--- src/rtl/ctrl_pkg.sv ---
// Shared types for the MicroUAZ8 instruction sequencer: FSM states,
// jump-control (CJ) codes and opcode-class encodings.
package ctrl_pkg;

  typedef enum logic [2:0] {
    ST_FETCH     = 3'd0,
    ST_DECODE    = 3'd1,
    ST_WAIT_ALU  = 3'd2,
    ST_OPERAND   = 3'd3,
    ST_WRITE_IMM = 3'd4,
    ST_HALT      = 3'd5,
    ST_STEP      = 3'd6
  } state_e;

  typedef enum logic [2:0] {
    CLS_NOP     = 3'd0,
    CLS_ALU     = 3'd1,
    CLS_LDI     = 3'd2,
    CLS_HALT    = 3'd3,
    CLS_JUMP    = 3'd4,
    CLS_ILLEGAL = 3'd5
  } op_class_e;

  localparam logic [3:0] CJ_HOLD   = 4'b0000;
  localparam logic [3:0] CJ_INC    = 4'b0001;
  localparam logic [3:0] CJ_JMP    = 4'b1000;
  localparam logic [3:0] CJ_JMP_F0 = 4'b1010;
  localparam logic [3:0] CJ_JMP_F2 = 4'b1100;
  localparam logic [3:0] CJ_JMP_F1 = 4'b1110;

  localparam logic [3:0] OPC_NOP  = 4'h0;
  localparam logic [3:0] OPC_ALU  = 4'h1;
  localparam logic [3:0] OPC_LDI  = 4'h2;
  localparam logic [3:0] OPC_HALT = 4'h7;

endpackage

--- src/rtl/seq_ctrl_op_decode.sv ---
// Combinational opcode classifier: IR[7:4] -> op_class_e.
// Jump opcodes (0x8..0xF) carry their CJ code directly in the opcode nibble.
module op_decode
  import ctrl_pkg::*;
(
  input  logic [3:0] opc_i,
  output logic [2:0] cls_o
);

  always_comb begin
    cls_o = CLS_ILLEGAL;
    if (opc_i[3]) begin
      cls_o = CLS_JUMP;
    end else begin
      case (opc_i)
        OPC_NOP:  cls_o = CLS_NOP;
        OPC_ALU:  cls_o = CLS_ALU;
        OPC_LDI:  cls_o = CLS_LDI;
        OPC_HALT: cls_o = CLS_HALT;
        default:  cls_o = CLS_ILLEGAL;
      endcase
    end
  end

endmodule

--- src/rtl/seq_ctrl.sv ---
// MicroUAZ8 instruction sequencer: fetch/decode FSM driving CJ, ALU start and register writes.
// Optional single-step gate after each retired instruction: SEQ_CTRL_SINGLE_STEP_EN.
module seq_ctrl
  import ctrl_pkg::*;
#(
  parameter int unsigned ALU_TIMEOUT = 15
) (
  input  logic       Clk,
  input  logic       Rst,
  input  logic [7:0] i_Instr,
  input  logic       i_Stall,
  input  logic       i_Alu_Done,
`ifdef SEQ_CTRL_SINGLE_STEP_EN
  input  logic       i_Step,
`endif
  output logic [3:0] o_CJ,
  output logic [7:0] o_IR,
  output logic [7:0] o_Imm,
  output logic       o_Alu_Start,
  output logic       o_Reg_We,
  output logic       o_Wr_Sel,
  output logic       o_Illegal,
  output logic       o_Halted
);

  localparam logic [3:0] TMO = 4'(ALU_TIMEOUT);

  state_e     state_q, state_d;
  logic [7:0] ir_q, ir_d;
  logic [7:0] imm_q, imm_d;
  logic [3:0] cnt_q, cnt_d;
  logic [2:0] cls;

  logic [3:0] cj;
  logic       alu_start, reg_we, wr_sel, illegal, halted, retire;

  op_decode u_op_decode (
    .opc_i (ir_q[7:4]),
    .cls_o (cls)
  );

  always_ff @(posedge Clk) begin
    if (!Rst) begin
      state_q <= ST_FETCH;
      ir_q    <= 8'h00;
      imm_q   <= 8'h00;
      cnt_q   <= 4'd0;
    end else begin
      state_q <= state_d;
      ir_q    <= ir_d;
      imm_q   <= imm_d;
      cnt_q   <= cnt_d;
    end
  end

  always_comb begin
    state_d   = state_q;
    ir_d      = ir_q;
    imm_d     = imm_q;
    cnt_d     = cnt_q;
    cj        = CJ_HOLD;
    alu_start = 1'b0;
    reg_we    = 1'b0;
    wr_sel    = 1'b0;
    illegal   = 1'b0;
    halted    = 1'b0;
    retire    = 1'b0;

    case (state_q)
      ST_FETCH: begin
        if (!i_Stall) begin
          ir_d    = i_Instr;
          state_d = ST_DECODE;
        end
      end
      ST_DECODE: begin
        case (cls)
          CLS_NOP:  begin cj = CJ_INC; retire = 1'b1; end
          CLS_JUMP: begin cj = ir_q[7:4]; retire = 1'b1; end
          CLS_ALU: begin
            alu_start = 1'b1;
            cnt_d     = 4'd0;
            state_d   = ST_WAIT_ALU;
          end
          CLS_LDI: begin
            cj      = CJ_INC;
            state_d = ST_OPERAND;
          end
          CLS_HALT: state_d = ST_HALT;
          default: begin
            illegal = 1'b1;
            cj      = CJ_INC;
            retire  = 1'b1;
          end
        endcase
      end
      ST_WAIT_ALU: begin
        cnt_d = cnt_q + 4'd1;
        // done is checked first so a result arriving on the timeout cycle is kept
        if (i_Alu_Done) begin
          reg_we = 1'b1;
          cj     = CJ_INC;
          retire = 1'b1;
        end else if (cnt_q == TMO) begin
          illegal = 1'b1;
          cj      = CJ_INC;
          retire  = 1'b1;
        end
      end
      ST_OPERAND: begin
        if (!i_Stall) begin
          imm_d   = i_Instr;
          state_d = ST_WRITE_IMM;
        end
      end
      ST_WRITE_IMM: begin
        reg_we = 1'b1;
        wr_sel = 1'b1;
        cj     = CJ_INC;
        retire = 1'b1;
      end
      ST_HALT: halted = 1'b1;
`ifdef SEQ_CTRL_SINGLE_STEP_EN
      ST_STEP: begin
        if (i_Step) state_d = ST_FETCH;
      end
`endif
      default: state_d = ST_FETCH;
    endcase

    if (retire) begin
`ifdef SEQ_CTRL_SINGLE_STEP_EN
      state_d = ST_STEP;
`else
      state_d = ST_FETCH;
`endif
    end
  end

  // Outputs are gated while reset is held so an abandoned instruction cannot write.
  assign o_CJ        = Rst ? cj : CJ_HOLD;
  assign o_Alu_Start = Rst & alu_start;
  assign o_Reg_We    = Rst & reg_we;
  assign o_Wr_Sel    = Rst & wr_sel;
  assign o_Illegal   = Rst & illegal;
  assign o_Halted    = Rst & halted;
  assign o_IR        = ir_q;
  assign o_Imm       = imm_q;

endmodule

--- config.mk ---
export PLATFORM = sky130hd
export DESIGN_NAME = seq_ctrl
export DESIGN_NICKNAME = d
export VERILOG_FILES = /design/src/rtl/ctrl_pkg.sv /design/src/rtl/seq_ctrl_op_decode.sv /design/src/rtl/seq_ctrl.sv
export SDC_FILE = /design/constraint.sdc
export NUM_CORES = 1
export LEC_CHECK = 0
export CAP_MARGIN = 20
export CORE_UTILIZATION = 50
export DETAILED_ROUTE_END_ITERATION = 10
export GPL_TIMING_DRIVEN = 0
export HOLD_SLACK_MARGIN = 0.03
export PLACE_DENSITY = 0.84
export SYNTH_ARGS = -nofsm -noshare
export SYNTH_HDL_FRONTEND = slang
export SYNTH_HIERARCHICAL = 1
export SYNTH_SLANG_ARGS = --single-unit
--- constraint.sdc ---
create_clock -name Clk -period 5.15 [get_ports Clk]
set_clock_uncertainty 0.15 [all_clocks]
set_input_delay 0.515 -clock Clk [delete_from_list [all_inputs] [get_ports Clk]]
set_output_delay 0.515 -clock Clk [all_outputs]
set_load 0.05 [all_outputs]
### After elaboration in Yosys (flattened, before gate mapping)

Cells that the tools add are included.

| cells by class | value |
|---|---|
| reduce and logical (&&, ||, !) cells | 13 |
| multiplexer cells | 26 |
| equal/unequal tests | 17 |
| shift operators | 0 |
| $add $sub $neg | 1 |
| magnitude comparators | 0 |
| multipliers | 0 |
| bitwise operators | 8 |
| divide/modulo/power cells | 0 |

Operators by type and width:

| cell | count |
|---|---|
| one-hot mux 3 bit (4 select lines) | 2 |
| one-hot mux 4 bit (2 select lines) | 2 |
| equality test 3 x 2 -> 1 bit (second input constant) | 4 |
| 2-to-1 mux 1 bit | 12 |
| one-hot mux 4 bit (3 select lines) | 1 |
| equality test 3 bit (second input constant) | 3 |
| 2-to-1 mux 3 bit | 3 |
| one-hot mux 3 bit (3 select lines) | 1 |
| 2-to-1 mux 4 bit | 2 |
| equality test 3 x 1 -> 1 bit (second input constant) | 2 |
| zero test 3 bit | 2 |
| inequality test 2 bit (second input constant) | 3 |
| AND reduction 2 bit | 3 |
| OR reduction 3 bit | 2 |
| AND 1 bit | 5 |
| OR reduction 5 bit | 1 |
| adder 4 x 1 -> 4 bit (second input constant) | 1 |
| equality test 4 x 1 -> 1 bit (second input constant) | 1 |
| equality test 4 x 2 -> 1 bit (second input constant) | 1 |
| equality test 4 x 3 -> 1 bit (second input constant) | 1 |
| equality test 4 bit (second input constant) | 1 |
| zero test 4 bit | 1 |
| inequality test 4 bit (second input constant) | 1 |
| one-hot mux 1 bit (2 select lines) | 2 |
| other kinds (5) | 8 |

| storage, ports and cells | value |
|---|---|
| ROM bits | 0 |
| register bits | 23 |
| word-level logic and storage cells | 69 |
| bits in writable memories | 0 |
| latch bits | 0 |
| memories kept | 0 |

### Depth between registers and ports, before layout

Gate-level depths: netlist of the first run.

| depth | value |
|---|---|
| depth in word-level cells | 8 |
| depth in mapped cells | 6 |
| mapped depth without buffers | 6 |

### By module

The synthesis of the first run kept the hierarchy.

Modules (own cells, without submodules):

| module | times used | area an instance (sq um) | cells an instance |
|---|---|---|---|
| seq_ctrl | 1 | 1,196.1 | 128 |
| op_decode | 1 | 48.8 | 7 |

### Least setup slack after synthesis of the first run

Ideal clock, no wire load.

| timing | value |
|---|---|
| kind | reg2out |
| from | register ir_q[6] (netlist: o_IR[6]) |
| to | output port o_CJ[0] |
| arrival time | 2,208 ps |
| setup slack | 2,277 ps |
| data required time | 4,485 ps |
| cell stages (with the launch flop) | 7 |
| cell sequence | dfxtp_1 > xor2_1 > nor3b_2 > nor2_1 > nand3b_1 > nand3_1 > a21oi_1 |

| between the ends | value |
|---|---|
| word-level cells in the longest chain between the ends | 8 |

RTL lines:

| what | RTL line | source |
|---|---|---|
| from (decl) | seq_ctrl.sv:29 | `logic [7:0] ir_q, ir_d;` |
| from (signal assigned) | seq_ctrl.sv:50 | `ir_q <= ir_d;` |
| equality test 4 x 3 -> 1 bit (tied with other cells) | seq_ctrl_op_decode.sv:15 | `case (opc_i)` |
| one-hot mux 3 bit (4 select lines) (*) | seq_ctrl_op_decode.sv:15 |  |
| 2-to-1 mux 3 bit (*) | seq_ctrl_op_decode.sv:12 | `if (opc_i[3]) begin` |
| net cls[1] | seq_ctrl.sv:32 | `logic [2:0] cls;` |
| equality test 3 x 2 -> 1 bit / equality test 3 x 1 -> 1 bit (equally long branches) | seq_ctrl.sv:77 | `case (cls)` |
| OR reduction 2 bit (no source line) | - |  |
| one-hot mux 4 bit (2 select lines) (*) | seq_ctrl.sv:77 |  |
| one-hot mux 4 bit (3 select lines) (*) | seq_ctrl.sv:69 | `case (state_q)` |
| 2-to-1 mux 4 bit (*) | seq_ctrl.sv:141 | `assign o_CJ = Rst ? cj : CJ_HOLD;` |
| to (decl) | seq_ctrl.sv:16 | `output logic [3:0] o_CJ,` |

The timed path passes the listed nets; every way through them passes the cells marked *.

### Worst setup path in the final report of the first run

| timing | value |
|---|---|
| from | register ir_q[4] (netlist: o_IR[4]) |
| to | output port o_CJ[0] |

The elaborated chain is that of the path after synthesis.

==> results of run 1 <==
-- worst max-delay path: cells and delay by family (launching register included) --
| family | cells | cell delay (ns) |
|---|---|---|
| buffers and inverters | 1 | 0.82 |
| AO/OA/AOI/OAI | 2 | 0.57 |
| AND/OR/NAND/NOR | 3 | 0.51 |
| flip-flops | 1 | 0.40 |
-- metrics by stage --
step	total power, mW	instances	hold WS (ns)
2_1_floorplan	0.2603	135	0.2971
3_3_place_gp	0.2894	199	0.3073
3_5_place_dp	0.2930	199	0.3290
4_1_cts	0.3782	203	0.3471
5_1_grt	0.3948	203	0.3760
6_report	0.3770	203	0.3406
-- how the worst max path moves through the flow --
stage | endpoint | start | cells after the start | slack, ns
global placement | o_Wr_Sel | Rst | 4 | 2.04
floorplan | o_CJ[0] | o_IR[6] | 6 | 2.28
finish | o_CJ[0] | o_IR[4] | 6 | 1.86
global route | o_CJ[0] | o_IR[4] | 6 | 1.72
detailed placement | o_Wr_Sel | Rst | 4 | 2.00
CTS | o_CJ[0] | o_IR[4] | 6 | 1.89
-- state kept, by name (all words and copies together) (netlist names) --
register  count
state_q       3
o_Imm         8
cnt_q         4
o_IR          8
-- Yosys cell counts (3+ instances only) --
library cell,count,area (um2)
mux2i_1,16,160.2
nand3_1,6,30.03
nor3b_1,4,30.03
o21ai_0,4,20.02
nor2b_1,18,112.6
clkbuf_1,3,11.26
a21oi_1,8,40.04
and2_1,5,31.28
nor2_1,6,22.52
nand2_1,4,15.01
dfxtp_1,23,460.4
nand3b_1,4,30.03
nor3b_2,4,50.05
-- cell type report --
type | instances | area (um2) | share of cell area [%]
Tap cell | 28 | 35.03 | 2.101
Clock buffer | 3 | 22.52 | 1.350
Sequential cell | 23 | 460.4 | 27.61
Multi-Input combinational cell | 103 | 737.0 | 44.19
Timing Repair Buffer | 36 | 360.3 | 21.61
Buffer | 7 | 40.04 | 2.401
Clock inverter | 1 | 5.005 | 0.3001
Inverter | 2 | 7.507 | 0.4501
-- placed cells by master (no fill, tap or decap), types with 5 or more instances in the layout --
cell / count
nand3_1: 6
nor2_1: 6
mux2i_1: 16
clkdlybuf4s50_1: 36
dfxtp_1: 23
nor2b_1: 18
and2_1: 5
a21oi_1: 8
-- power groups by stage --
stage                     Combinational [mW]  Clock, mW  Sequential, mW
final                                 0.0964     0.0878           0.193
after global routing                   0.104     0.0963           0.194
after CTS                             0.0964     0.0889           0.193
after detailed placement              0.0962          0           0.197
after global placement                0.0933          0           0.196
after floorplan                       0.0476          0           0.213
-- logic make-up (layout without fill, tap and decap cells) --
group | count (synthesis) | in the layout | synth area share (%)
buffers and inverters | 9 | 49 | 3.819
multiplexers | 16 | 16 | 12.86
adder cells (fa/ha/maj) | 1 | 1 | 1.005
flip-flops | 23 | 23 | 36.98
XOR/XNOR | 3 | 3 | 2.111
AO/OA/AOI/OAI | 19 | 19 | 8.644
AND/OR/NAND/NOR | 64 | 64 | 34.58
-- layer usage --
metal  up-vias  wire length, um  share of wire (%)
met5         -                0                  0
li1        555                -                  -
met1       538             1336                 45
met3         5              163                5.5
met4         0               62                2.1
met2        36             1394                 47
==> results by group, run 1 <==
Placed design
  – Dpl ws: 2.002 ns
  – Routability cong.: 0.8582
  – DP Area: 0.001640 mm2
  – Port Buffers: 36
  – DP HPWL: 2201 um

Global route
  – Global-route usage over all layers: 25.74%
  – Initial antenna violation count: 0
  – GRT met1 Usage: about a third
  – Met3 usage: 3.509%
  – Busiest grt layer: met2
  – Grt met2 use: a little over two fifths
  – Total grt overflow: 0
  – Number of global-route vias before repair: approximately 1100
  – First-pass GRT wire length: 4981 um
  – Largest net degree at the start of global routing: 14

Floorplan
  – Total Die Area: 0.002694 mm2
  – Die height: around 52 um
  – Die width: slightly above 50 um
  – IO Count: 37
  – Initial core utilization: 54.70%
  – Row cnt: 17
  – Core box area: 0.002276 mm2

STA
  – Final Setup Violations: 0
  – Worst Setup Slack, final: 1.856 ns
  – Worst slew margin: 52.62%
  – Final setup TNS: 0 ns
  – RSZ-0062 raised after global routing: false
  – Post-layout min period: between 3 and 4 ns
  – Final worst-path cycle share: 63.96%
  – Final Slew Violations: 0
  – Peak Freq: between 300 and 400 MHz
  – Slew at the pin with the worst max-slew slack: 0.7055 ns
  – Final Hold Viols: 0

Clocking
  – Clock Sinks: 23
  – Root Driver: clkbuf_4
  – Worst-skew pair later-pin latency: about 0.32 ns
  – H-tree levels: 1
  – CTS Hold Buffers Added: 0
  – Clock tree buffer depth: 2
  – CTS tree: done
  – Setup Fix Bufs, Post-CTS: 0
  – Num CTS Buffers: 3
  – Post-cts sizing count: 0
  – Worst-path clk slew: 0.13 ns

Status
  – Outcome: finished, final reports clean

Layout
  – # fillers: 183
  – Antenna cells: 0
  – Area Growth Syn to Fin: 33.97%
  – Fin nets: 189
  – Post-Layout Inst Area: between 0.0015 and 0.002 mm2
  – Finished Core Util: 73.28%
  – Share of post-route cells with drive strength above 1: roughly 8%

Setup path
  – Worst path required time: 4.49 ns
  – Critical path fanouts, max: 7
  – Worst path slowest cell: clkdlybuf4s50_1
  – Flop2flop setup slack: 3.13 ns
  – Worst-path cell chain: and3_2, o21bai_1, nand2b_1, nand3_1, a21oi_1, clkdlybuf4s50_1
  – CP Data Arrival Time: 2.63 ns
  – Crit Path Category: register to output port
  – Worst Setup Start Kind: register
  – Crit. End Element: output port
  – Register-to-Register Path Depth: 6
  – Crit Reg-Reg Startpoint: o_IR[4]
  – Worst stage delay on the critical path: just over 0.8 ns
  – FF-to-FF End: cnt_q[2]

Pwr
  – Clock share of power: 23.3%
  – Max rail drop VDD: 0.2010 mV
  – Pwr/cell area: 226.0 mW/mm2
  – Psw: approximately 0.12 mW
  – Sw frac: 32.39%
  – Reg power frac: 51.1%
  – Combinational power share: roughly 26%
  – Pleak: 0.6260 nW
  – Int Power: 0.2549 mW

Routing
  – WL/cell: 14.56 um
  – Via-per-instance ratio: 5.586
  – Vias: 1134
  – Drt pass-1 iters: 4
  – Drt total wl: just under 3000 um
  – Initial DRC count: 11
  – Residual DRC: 0
  – Antenna-violating nets left: 0

Logic synthesis
  – FF+latch count, synth: 23
  – Seq/Total Area, Yosys: 36.98%
  – Syn. warnings: 6
  – Avg Inst Size Synth: 9.222 um2
  – Synth Cell Area: 0.001245 mm2
  – Top_reg_cell synth: dfxtp_1
  – Net Count, Synth: 148
  – EDFF count, synth: 0
  – Synth async-reset ratio: 0%
  – Mapped Cells: ~140
  – Synth cell types: 38

Worst hold path
  – Hold EP: cnt_q[1]
  – Min-delay src: cnt_q[1]
  – Hold Path Depth: 2
  – Type of the tightest min-delay check: register to register

Job
  – Maxcap violations: 0
Power figures use the tool's default switching activity.
==> inputs of run 2 (changes only) <==
- CORE_UTILIZATION: 50 -> 46
- PLACE_DENSITY: 0.84 -> 0.78
- clock period: 5.15 -> 3.4 ns (I/O delays scaled with it)
==> run 2 against run 1 <==
Power increased by 50%. Sequential share of layout area decreased by 0.083 points. Hold slack got worse by 0.0068 ns. Core utilization decreased by 7.0 points. Setup slack got worse by 1.5 ns. Largest cell class unchanged. Highest routed layer unchanged.
==> results by group, run 2 (synthesis results as in run 1) <==
STA
  – Min Hold Slack: 0.3338 ns (-0.006837 ns)
  – Final Slew Violations: 0 (unchanged)
  – Final setup TNS: 0 ns (unchanged)
  – RSZ-0062 raised after global routing: false
  – Final Hold Viols: 0 (unchanged)
  – Worst slew margin: 52.06% (-0.56 points)
  – Post-layout min period: about 3 ns
  – Peak Freq: 325.7 MHz
  – Slew at the pin with the worst max-slew slack: 0.7137 ns (+0.008283 ns)
  – Final worst-path cycle share: about 90%
  – Final Setup Violations: 0 (unchanged)

Job
  – Maxcap violations: 0 (unchanged)

Setup path
  – Register-to-Register Path Depth: 6 (unchanged)
  – Flop2flop setup slack: 1.47 ns (-1.66 ns)
  – Worst Setup Start Kind: register
  – Critical path fanouts, max: 7 (unchanged)
  – CP Data Arrival Time: 2.58 ns (-0.05 ns)
  – Crit. End Element: output port
  – Crit Path Category: register to output port
  – FF-to-FF End: state_q[1]
  – Crit Reg-Reg Startpoint: o_IR[4]
  – Worst path required time: 2.91 ns (-1.58 ns)

Clocking
  – Clock tree buffer depth: 2 (unchanged)
  – CTS Hold Buffers Added: 0 (unchanged)
  – Clock Sinks: 23 (unchanged)
  – Root Driver: clkbuf_4
  – H-tree levels: 1 (unchanged)
  – Setup Fix Bufs, Post-CTS: 0 (unchanged)
  – Worst-path clk slew: 0.13 ns (about the same)
  – Num CTS Buffers: 3 (unchanged)
  – CTS tree: done
  – Post-cts sizing count: 0 (unchanged)
  – Worst-skew pair later-pin latency: 0.32 ns (about the same)

Global route
  – Largest net degree at the start of global routing: 15 (+1)
  – First-pass GRT wire length: 4098 um (-18%)
  – Global-route usage over all layers: 19.32% (-6.4 points)
  – Initial antenna violation count: 0 (unchanged)
  – Number of global-route vias before repair: 942 (-11%)
  – Total grt overflow: 0 (unchanged)

Routing
  – Drt total wl: 2637 um (-11%)
  – Residual DRC: 0 (unchanged)
  – WL/cell: 12.86 um (-12%)
  – Drt pass-1 iters: 4 (unchanged)
  – Antenna-violating nets left: 0 (unchanged)
  – Initial DRC count: 9 (-2)
  – Via-per-instance ratio: 5.351 (-4.2%)
  – WL met3: 86 um (-47%)
  – Routed length on met1: 1274 um (-4.6%)
  – Top routing layer in use: met4
  – WL met2: 1260 um (-9.6%)
  – Vias: 1097 (-3.3%)

Floorplan
  – IO Count: 37 (unchanged)
  – Total Die Area: 0.002919 mm2 (+8.4%)
  – Die height: 54.03 um (+4.1%)
  – Die width: 54.03 um (+4.1%)
  – Core box area: 0.002522 mm2 (+11%)
  – Initial core utilization: 49.36% (-5.3 points)
  – Row cnt: 18 (+1)

Layout
  – Fin nets: 189 (unchanged)
  – Area Growth Syn to Fin: 34.37%
  – Commonest non-fill, non-tap cell in the layout: clkdlybuf4s50_1
  – # fillers: 214 (+17%)
  – Most frequent cells in the layout: clkdlybuf4s50_1, dfxtp_1, nor2b_1
  – Finished Core Util: 66.32% (-7.0 points)
  – Post-Layout Inst Area: 0.001673 mm2 (+0.30%)
  – Antenna cells: 0 (unchanged)
  – Share of post-route cells with drive strength above 1: 8.000% (unchanged)

Pwr
  – Pwr/cell area: 338.8 mW/mm2 (+50%)
  – Sw frac: 31.74% (-0.65 points)
  – Clock share of power: 23.2% (about the same)
  – Int Power: 0.3869 mW (+52%)
  – Max rail drop VDD: 0.2576 mV (+28%)
  – Combinational power share: 25.4% (-0.2 points)
  – Psw: 0.1799 mW (+47%)
  – Pleak: 0.6222 nW (-0.60%)
  – Reg power frac: 51.4% (+0.3 points)

Worst hold path
  – Hold EP: cnt_q[1]
  – Hold Path Depth: 2 (unchanged)
  – Min-delay src: cnt_q[1]
  – Type of the tightest min-delay check: register to register

Placed design
  – DP Area: 0.001643 mm2 (+0.15%)
  – DP HPWL: 2017 um (-8.4%)
  – Routability cong.: 0.8186 (-4.6%)
  – Port Buffers: 36 (unchanged)

Status
  – Outcome: finished, final reports clean
-- run 2: changes by cell type in the layout (fill, tap and decap cells not counted) --
cell | before | now
clkinv_2 | 1 | 0
clkinvlp_4 | 0 | 1
-- run 2: metal layers --
metal	vias up	track usage [%]
met2	17	33.54
met5	-	0
met4	0	2.564
li1	557	-
met3	2	5.085
met1	521	24.37
-- run 2: cell type report --
type | count | area, um2 | area share, %
buffer | 7 | 40.04 | 2.393
clock buffer | 3 | 22.52 | 1.346
clock inverter | 1 | 7.507 | 0.4488
inverter | 2 | 7.507 | 0.4488
multi-input combinational | 103 | 737.0 | 44.05
sequential | 23 | 460.4 | 27.52
tap | 30 | 37.54 | 2.244
timing repair buffer | 36 | 360.3 | 21.54
-- run 2: through the flow --
step / instances / total power [mW] / setup WS [ns]
floorplan: 135 / 0.3943 / 0.7024
global placement: 201 / 0.4389 / 0.6380
detailed placement: 201 / 0.4415 / 0.6318
CTS: 205 / 0.5743 / 0.3065
global route: 205 / 0.5973 / 0.1637
finish: 205 / 0.5668 / 0.3298
-- run 2: worst max path at each step --
stage	startpoint	endpoint	slack, ns	depth (start not counted)
after floorplan	o_IR[6]	o_CJ[0]	0.70	6
after global placement	Rst	o_Wr_Sel	0.64	4
after detailed placement	Rst	o_Wr_Sel	0.63	4
after CTS	o_IR[4]	o_Illegal	0.31	7
after global routing	o_IR[4]	o_CJ[0]	0.16	6
final	o_IR[4]	o_Illegal	0.33	7
-- run 2: worst max-delay path, cell delays in order, from the launching register on --
cell and delay (ns):
dfxtp_1 0.48, xor2_1 0.13, nor3b_2 0.33, nor2_1 0.13
nand3b_1 0.18, o21ai_0 0.09, and2_1 0.14, clkdlybuf4s50_1 0.79
-- run 2: power by group through the flow --
stage | Clock (mW) | Sequential [mW] | Combinational (mW)
6_report | 0.131 | 0.292 | 0.144
5_1_grt | 0.148 | 0.294 | 0.155
4_1_cts | 0.138 | 0.292 | 0.144
3_5_place_dp | 0 | 0.298 | 0.144
3_3_place_gp | 0 | 0.297 | 0.142
2_1_floorplan | 0 | 0.322 | 0.0721
==> inputs of run 3 (changes only) <==
- CAP_MARGIN: 20 -> not set
==> results of run 3 <==
Final layout, timing and power as in run 2 (identical DEF).
